## config.mk

```make
export PLATFORM = sky130hd
export DESIGN_NAME = cp0_int_unit_flat
export DESIGN_NICKNAME = d
export VERILOG_FILES = /design/src/rtl/cp0_int_unit_if.sv /design/src/rtl/cp0_int_unit.sv /design/src/flat_wrapper.sv
export SDC_FILE = /design/constraint.sdc
export NUM_CORES = 1
export LEC_CHECK = 0
export ABC_AREA = 0
export ABC_CLOCK_PERIOD_IN_PS = 4800
export BUFFER_PORTS_ARGS = -buffer_cell sky130_fd_sc_hd__buf_2
export CAP_MARGIN = 30
export CORE_ASPECT_RATIO = 2
export CORE_MARGIN = 10
export CORE_UTILIZATION = 49
export DETAILED_ROUTE_END_ITERATION = 6
export PLACE_DENSITY = 0.87
export SYNTH_ARGS = -nofsm -noshare
export SYNTH_HDL_FRONTEND = slang
export SYNTH_SLANG_ARGS = --single-unit
```

## constraint.sdc

```tcl
create_clock -name clk -period 4.8 [get_ports clk]
set_input_delay 0.24 -clock clk [delete_from_list [all_inputs] [get_ports clk]]
set_output_delay 0.24 -clock clk [all_outputs]
set_load 0.05 [all_outputs]
```

## src/rtl/cp0_int_unit_if.sv

```systemverilog
// CP0 register access bus used by mfc0/mtc0: register select, write strobe,
// write data and combinational read data.
interface cp0_int_unit_if;
    logic [4:0]  sel;
    logic        we;
    logic [31:0] din;
    logic [31:0] dout;

    modport master (output sel, output we, output din, input dout);
    modport slave  (input sel, input we, input din, output dout);
endinterface

```

## src/rtl/cp0_int_unit.sv

```systemverilog
// Coprocessor-0 exception/interrupt unit: raises req to divert the pipeline,
// records the cause and return PC, and exposes SR/Cause/EPC/PRId to mfc0/mtc0.
module cp0_int_unit #(
    parameter logic [31:0] PRID_VAL   = 32'h4D49_5053,
    parameter logic [31:0] HANDLER_PC = 32'h0000_4180
) (
    input  logic                  clk,
    input  logic                  reset,
    cp0_int_unit_if.slave         bus,
    input  logic [31:0]           pc,
    input  logic                  bd,
    input  logic                  exc_valid,
    input  logic [4:0]            exc_code_in,
    input  logic                  eret,
    input  logic [5:0]            hw_int,
    output logic                  req,
    output logic [31:0]           handler_pc,
    output logic [31:0]           epc_out
);

    localparam logic [4:0] SEL_SR    = 5'd12;
    localparam logic [4:0] SEL_CAUSE = 5'd13;
    localparam logic [4:0] SEL_EPC   = 5'd14;
    localparam logic [4:0] SEL_PRID  = 5'd15;

    // The FSM state is the architectural EXL bit of SR.
    typedef enum logic {
        NORMAL  = 1'b0,
        HANDLER = 1'b1
    } state_t;

    state_t      state_q, state_d;
    logic [5:0]  im_q, im_d;
    logic        ie_q, ie_d;
    logic [5:0]  ip_q, ip_d;
    logic        bd_q, bd_d;
    logic [4:0]  exc_code_q, exc_code_d;
    logic [31:0] epc_q, epc_d;

    logic        exl;
    logic        int_req;
    logic        exc_req;
    logic [31:0] epc_target;

    assign handler_pc = HANDLER_PC;
    assign epc_out    = epc_q;
    assign exl        = (state_q == HANDLER);

    // Register update: state flops and all CP0 fields.
    always_ff @(posedge clk) begin
        if (reset) begin
            state_q    <= NORMAL;
            im_q       <= '0;
            ie_q       <= 1'b0;
            ip_q       <= '0;
            bd_q       <= 1'b0;
            exc_code_q <= '0;
            epc_q      <= '0;
        end else begin
            state_q    <= state_d;
            im_q       <= im_d;
            ie_q       <= ie_d;
            ip_q       <= ip_d;
            bd_q       <= bd_d;
            exc_code_q <= exc_code_d;
            epc_q      <= epc_d;
        end
    end

    // Request decode and next-state: req beats mtc0, and mtc0 beats eret.
    always_comb begin
        state_d    = state_q;
        im_d       = im_q;
        ie_d       = ie_q;
        ip_d       = hw_int;
        bd_d       = bd_q;
        exc_code_d = exc_code_q;
        epc_d      = epc_q;

        int_req    = (|(hw_int & im_q)) & ie_q & ~exl;
        exc_req    = exc_valid & ~exl;
        req        = int_req | exc_req;
        epc_target = bd ? (pc - 32'd4) : pc;

        if (req) begin
            state_d    = HANDLER;
            exc_code_d = int_req ? 5'd0 : exc_code_in;
            bd_d       = bd;
            epc_d      = epc_target & 32'hFFFF_FFFC;
        end else begin
            if (eret) begin
                state_d = NORMAL;
            end
            // Applied after eret so a same-cycle SR write decides EXL.
            if (bus.we) begin
                case (bus.sel)
                    SEL_SR: begin
                        im_d    = bus.din[15:10];
                        ie_d    = bus.din[0];
                        state_d = bus.din[1] ? HANDLER : NORMAL;
                    end
                    SEL_EPC: begin
                        epc_d = {bus.din[31:2], 2'b00};
                    end
                    default: ;
                endcase
            end
        end
    end

    // mfc0 read mux on the pre-edge register values.
    always_comb begin
        case (bus.sel)
            SEL_SR:    bus.dout = {16'd0, im_q, 8'd0, exl, ie_q};
            SEL_CAUSE: bus.dout = {bd_q, 15'd0, ip_q, 3'd0, exc_code_q, 2'd0};
            SEL_EPC:   bus.dout = epc_q;
            SEL_PRID:  bus.dout = PRID_VAL;
            default:   bus.dout = '0;
        endcase
    end

endmodule

```

## src/flat_wrapper.sv

```systemverilog
// flat-port wrapper written by rule: the top's interface ports become plain ports
module cp0_int_unit_flat 
#(
    parameter logic [31:0] PRID_VAL   = 32'h4D49_5053,
    parameter logic [31:0] HANDLER_PC = 32'h0000_4180
)
  (clk, reset, pc, bd, exc_valid, exc_code_in, eret, hw_int, req, handler_pc, epc_out, bus_sel, bus_we, bus_din, bus_dout);
  cp0_int_unit_if bus_i ();
  input  logic clk;
  input  logic reset;
  input  logic [31:0] pc;
  input  logic bd;
  input  logic exc_valid;
  input  logic [4:0] exc_code_in;
  input  logic eret;
  input  logic [5:0] hw_int;
  output logic req;
  output logic [31:0] handler_pc;
  output logic [31:0] epc_out;
  input wire logic [$bits(bus_i.sel)-1:0] bus_sel;
  input wire logic [$bits(bus_i.we)-1:0] bus_we;
  input wire logic [$bits(bus_i.din)-1:0] bus_din;
  output wire logic [$bits(bus_i.dout)-1:0] bus_dout;
  assign bus_i.sel = bus_sel;
  assign bus_i.we = bus_we;
  assign bus_i.din = bus_din;
  assign bus_dout = bus_i.dout;
  cp0_int_unit #(.PRID_VAL(PRID_VAL), .HANDLER_PC(HANDLER_PC)) u_core (.clk(clk), .reset(reset), .bus(bus_i), .pc(pc), .bd(bd), .exc_valid(exc_valid), .exc_code_in(exc_code_in), .eret(eret), .hw_int(hw_int), .req(req), .handler_pc(handler_pc), .epc_out(epc_out));
endmodule
```

== After elaboration in Yosys (flattened, before gate mapping) ==
Cells that the tools add are included.

* Output and inout bits: 97
* Word-level logic and storage cells: 35
* Bits of input ports: 86
* Flip-flop bits (word level): 50

* Multiplexer cells: 11
* Equality and inequality tests: 4
* Add/subtract/negate cells: 1
* Bitwise logic cells: 7
* Reduce and logical (&&, ||, !) cells: 5

{| class="wikitable"
|+ Operators with widths
! cell !! count
|-
| 32-bit 2-to-1 mux || 4
|-
| 32-bit case mux with 4 select lines || 1
|-
| 32-bit by 3-bit subtractor with 32-bit output (second input constant) || 1
|-
| 5-bit by 4-bit equality test with 1-bit output (second input constant) || 4
|-
| 6-bit AND || 1
|-
| 6-bit OR reduction || 1
|-
| 1-bit 2-to-1 mux || 5
|-
| 5-bit 2-to-1 mux || 1
|-
| 2-bit nonzero test || 2
|-
| 1-bit AND || 3
|-
| 3-bit AND reduction || 1
|-
| 1-bit inverter || 2
|-
| 2-bit AND reduction || 1
|-
| 1-bit OR || 1
|}

== Depth between registers and ports, before layout ==
* Word-level depth: 7
* Mapped depth: 7
* Mapped depth without buffers: 7

== Worst setup path before layout ==
No wires, ideal clock.

* Kind: register to register
* Start point: register u_core.im_q[1]
* End point: register u_core.epc_q[24], in the netlist u_core.epc_out[24]
* Period minus slack after synthesis: 1938 ps
* Stages on the path, launching flop included: 7
* Arrival time: 1765 ps
* Data required time: 4627 ps
* Path buffers: 1
* Path slack: 2862 ps
* Setup time: 173 ps
* Cells stage by stage: dfxtp_1 > a22oi_1 > a31oi_1 > o21bai_1 > inv_2 > buf_1 > a211oi_1

* Word-level cells in the longest chain between the ends: 7
* Elaborated cells between the ends (all ways): 9
* Classes of those cells: mux (1); bitwise (4); reduce/logical (4)

{| class="wikitable"
|+ Ends and longest elaborated chain
! element !! line !! text
|-
| from (decl) || cp0_int_unit.sv:33 || <nowiki>logic [5:0] im_q, im_d;</nowiki>
|-
| from (signal assigned) || cp0_int_unit.sv:61 || <nowiki>im_q <= im_d;</nowiki>
|-
| 6-bit AND (*) || cp0_int_unit.sv:80 || <nowiki>int_req = (|(hw_int & im_q)) & ie_q & ~exl;</nowiki>
|-
| 6-bit OR reduction (*) || cp0_int_unit.sv:80 ||
|-
| 1-bit AND (*) (2 in series) || cp0_int_unit.sv:80 ||
|-
| 1-bit OR (*) || cp0_int_unit.sv:82 || <nowiki>req = int_req | exc_req;</nowiki>
|-
| named net req || flat_wrapper.sv:17 || <nowiki>output logic req;</nowiki>
|-
| 2-bit nonzero test (no line) || -- ||
|-
| 2-bit AND reduction (no line) || -- ||
|-
| to (signal assigned) || cp0_int_unit.sv:66 || <nowiki>epc_q <= epc_d;</nowiki>
|-
| to (decl) || cp0_int_unit.sv:38 || <nowiki>logic [31:0] epc_q, epc_d;</nowiki>
|}

The timed path passes the listed nets; every way through them passes the cells marked *.
A chain may end at the register's enable or synchronous reset.

== Worst setup path after layout ==
* Start point: input bus_sel[1]
* End point: register u_core.epc_q[25], in the netlist u_core.epc_out[25]

* Word-level cells in the longest chain between the ends: 3

{| class="wikitable"
|+ Ends and longest elaborated chain
! element !! line !! text
|-
| from (decl) || flat_wrapper.sv:20 || <nowiki>input wire logic [$bits(bus_i.sel)-1:0] bus_sel;</nowiki>
|-
| 5-bit by 4-bit equality test with 1-bit output || cp0_int_unit.sv:96 || <nowiki>case (bus.sel)</nowiki>
|-
| 2-bit nonzero test (no line) || -- ||
|-
| 2-bit AND reduction (no line) || -- ||
|}

No other way between the ends.

==> impl_metrics.py <==
metrics = {
    "critical_path": {
        "crit_path_cell_trace": "buf_2 > and2b_1 > and3_2 > nor2b_1 > a211oi_1 > a211oi_2",
        "r2r_end": "u_core.im_q[4]",
        "cp.arrival_ps": 2660,
        "r2r_slack_ps": 2680,
        "worstSetupPathType": "in -> reg",
        "cp_max_fo": 48,
        "start_kind": "input port",
        "worstRegToRegCells": 7,
        "crit_path_end_kind": "register",
        "worstPathRequired_ps": 4940,
        "startpoint": "bus_sel[1]",
        "critical-path-max-stage-delay_ps": 940,
        "cp_slowest_cell": "and3_2",
        "timing.rr.start": "u_core.im_q[1]",
    },
    "cells_and_area": {
        "final_common_cell": "buf_2",
        "finalNetCount": 631,
        "fillers": 607,
        "final_util_pct": 62.5,
        "ff_latch_area_um2": 1000,
        "area_delta_synth_final_pct": 23.0,
        "layout_common_cells": "buf_2 (146), nor2_1 (54), dfxtp_1 (50), a211oi_1 (38), conb_1 (34)",
        "multiInputGateArea_um2": 2110,
        "drive_gt1_share_pct": 32.4,
    },
    "worst_hold_path": {
        "worstHoldPathCells": 2,
        "hold_path_class": "in -> reg",
        "worstHoldEndpoint": "u_core.ip_q[4]",
        "min_from": "hw_int[4]",
    },
    "route": {
        "postRouteAntennaNets": 0,
        "drtIter0Drc": 215,
        "wirelength_um": 11900,
        "first_pass_iters": 4,
        "viasPerCell": 5.56,
        "route.vias.total": 3521,
        "avgRoutedWirePerCell_um": 18.7,
        "drc": 0,
    },
    "clock_network": {
        "cts_root_buf": "clkbuf_16",
        "insertion_delay_ps": 300,
        "post_cts_buffers": 0,
        "h-tree-depth": 2,
        "cts_num_sinks": 50,
        "cts_buffers": 5,
        "cts_repair_resize_count": 0,
        "cts_tree": "done",
        "clkTransAtPathRegs_ps": 70,
        "cts_hold_buf": 0,
        "clockBufferDepth": 2,
    },
    "global_routing": {
        "antenna_found_initial": 1,
        "grt_max_degree": 51,
        "grt_pass1_wl_um": 18000,
        "grt_pass1_vias": 3667,
        "grtUsageTotal_pct": 20.8,
        "grt_remaining_overflow": 0,
    },
    "sta": {
        "rsz0062_at_grt": "no",
        "tightest_slew_ps": 970,
        "min_period_over_period_pct": 52.5,
        "setup_violations": 0,
        "drv_slew": 0,
        "period_minus_slack_ps": 2520,
        "fmax_ghz": 0.397,
        "skew_ps": 3.68,
        "fin_setup_tns_ps": 0,
        "hold_violations": 0,
        "slew_headroom_pct": 35.3,
    },
    "synthesis": {
        "synth_top_family_by_area": "simple AND/OR/NAND/NOR gates",
        "ys_ff_latch": 50,
        "muxShareOfSynthArea_pct": 5.39,
        "synth-adder-area-share_pct": 0.369,
        "synth_compound_area_share_pct": 19.7,
        "ys_warn_count": 0,
        "syn_inst": 420,
        "synth-xor-area-share_pct": 7.24,
        "synthSimpleGateAreaFrac_pct": 25.7,
        "seq_area_frac_synth_pct": 29.5,
        "synth_area_um2": 3390,
        "synth_area_per_cell_um2": 8.07,
        "ys_types": 47,
    },
    "place": {
        "io_buffers": 146,
        "dp_hpwl_um": 9230,
        "gp_congestion": 0.840,
    },
    "power_and_ir_drop": {
        "power_density_nw_per_um2": 295,
        "ir_drop_uv": 317,
        "power.leakage_nw": 1.88,
    },
    "die": {
        "die_height_um": 138,
        "coreArea_um2": 6670,
        "start_util_pct": 50.8,
        "die-area_um2": 10800,
        "io_pins": 183,
        "num_rows": 42,
        "dieWidth_um": 78.8,
    },
    "job": {
        "cap_violations": 0,
    },
    "outcome": {
        "status": "complete, no violations",
    },
}
[final cells by class]
| class | count | share of cell area [%] |
|---|---|---|
| inverters | 5 | 0.450 |
| multi-input cells | 334 | 50.7 |
| clock inverters | 2 | 0.930 |
| clock buffers | 5 | 3.00 |
| diodes | 1 | 0.0600 |
| flip-flops and latches | 50 | 24.0 |
| repair buffers | 148 | 18.2 |
| well taps | 88 | 2.64 |
[power breakdown]
group,internal [W],total [W],switching (W)
clock network,0.000244,0.000405,0.000161
logic,0.0000958,0.000359,0.000263
registers,0.000444,0.000465,0.0000211
total,0.000783,0.00123,0.000446
[worst max-delay path: cells and delay by family]
family                 cells  cell delay (ps)
buffers and inverters      1              300
AND/OR/NAND/NOR            3             1630
AO/OA/AOI/OAI              2              470
[registers in the layout, summed over array words and instances (netlist names)]
register           flops
u_core.epc_out        30
u_core.ie_q            1
u_core.bd_q            1
u_core.exc_code_q      5
u_core.im_q            6
u_core.exl             1
u_core.ip_q            6
[metal layers]
| layer | global-route usage [%] | wire length, um |
|---|---|---|
| met5 | 0 | 0 |
| met4 | 10.7 | 491 |
| met3 | 5.74 | 908 |
| met2 | 39.5 | 6380 |
| met1 | 19.4 | 4080 |
[Yosys cell counts (all sizes together)]
cell,instances,area share (%)
nor2,55,6.2
dfxtp,50,30
a211oi,47,12
buf,43,9.0
nor2b,26,4.8
xor2,22,5.7
clkbuf,20,2.2
nand2,18,2.0
a21oi,17,2.5
mux2i,16,4.7
a22oi,12,2.7
and3,12,2.2
nor3,10,1.5
o21ai,9,1.3
nand4,8,1.5
xnor2,6,1.6
inv,5,0.55
nand3,5,0.74
nand4b,5,1.3
nand3b,4,0.89
or4,4,1.0
nor4,3,1.0
or3,3,0.55
a31oi,2,0.37
conb,2,0.22
mux2,2,0.66
nor3b,2,0.59
o221a,2,0.66
or2,2,0.37
a311oi,1,0.26
and2,1,0.18
and2b,1,0.22
and3b,1,0.26
ha,1,0.37
nand2b,1,0.18
nand4bb,1,0.33
o21bai,1,0.22
[kinds of logic after synthesis]
family | after synthesis
compound gates | 91
buf+inv | 68
simple gates | 162
mux | 18
xor+xnor | 28
other cells | 2
fa+ha+maj | 1
flops | 50
[metrics by stage]
| step | setup slack, ps | instance area (um2) | hold WS, ps | std cells | total power (W) |
|---|---|---|---|---|---|
| 5_1_grt | 2120 | 4170 | 180 | 633 | 0.00128 |
| 4_1_cts | 2350 | 4150 | 173 | 631 | 0.00123 |
| 3_3_place_gp | 2160 | 3980 | 466 | 624 | 0.000820 |
| 3_5_place_dp | 2060 | 3980 | 475 | 624 | 0.000827 |
| 2_1_floorplan | 2860 | 3510 | 368 | 452 | 0.000748 |
| 6_report | 2280 | 4170 | 177 | 633 | 0.00123 |
[worst max-delay path by stage]
stage	end	slack (ps)	depth (start not counted)
after global placement	u_core.epc_out[25]	2160	6
final	u_core.epc_out[25]	2280	6
after CTS	req	2350	5
after floorplan	u_core.epc_out[24]	2860	6
after global routing	u_core.epc_out[25]	2120	6
after detailed placement	u_core.epc_out[23]	2060	6
(Power assumes the default switching activity.)
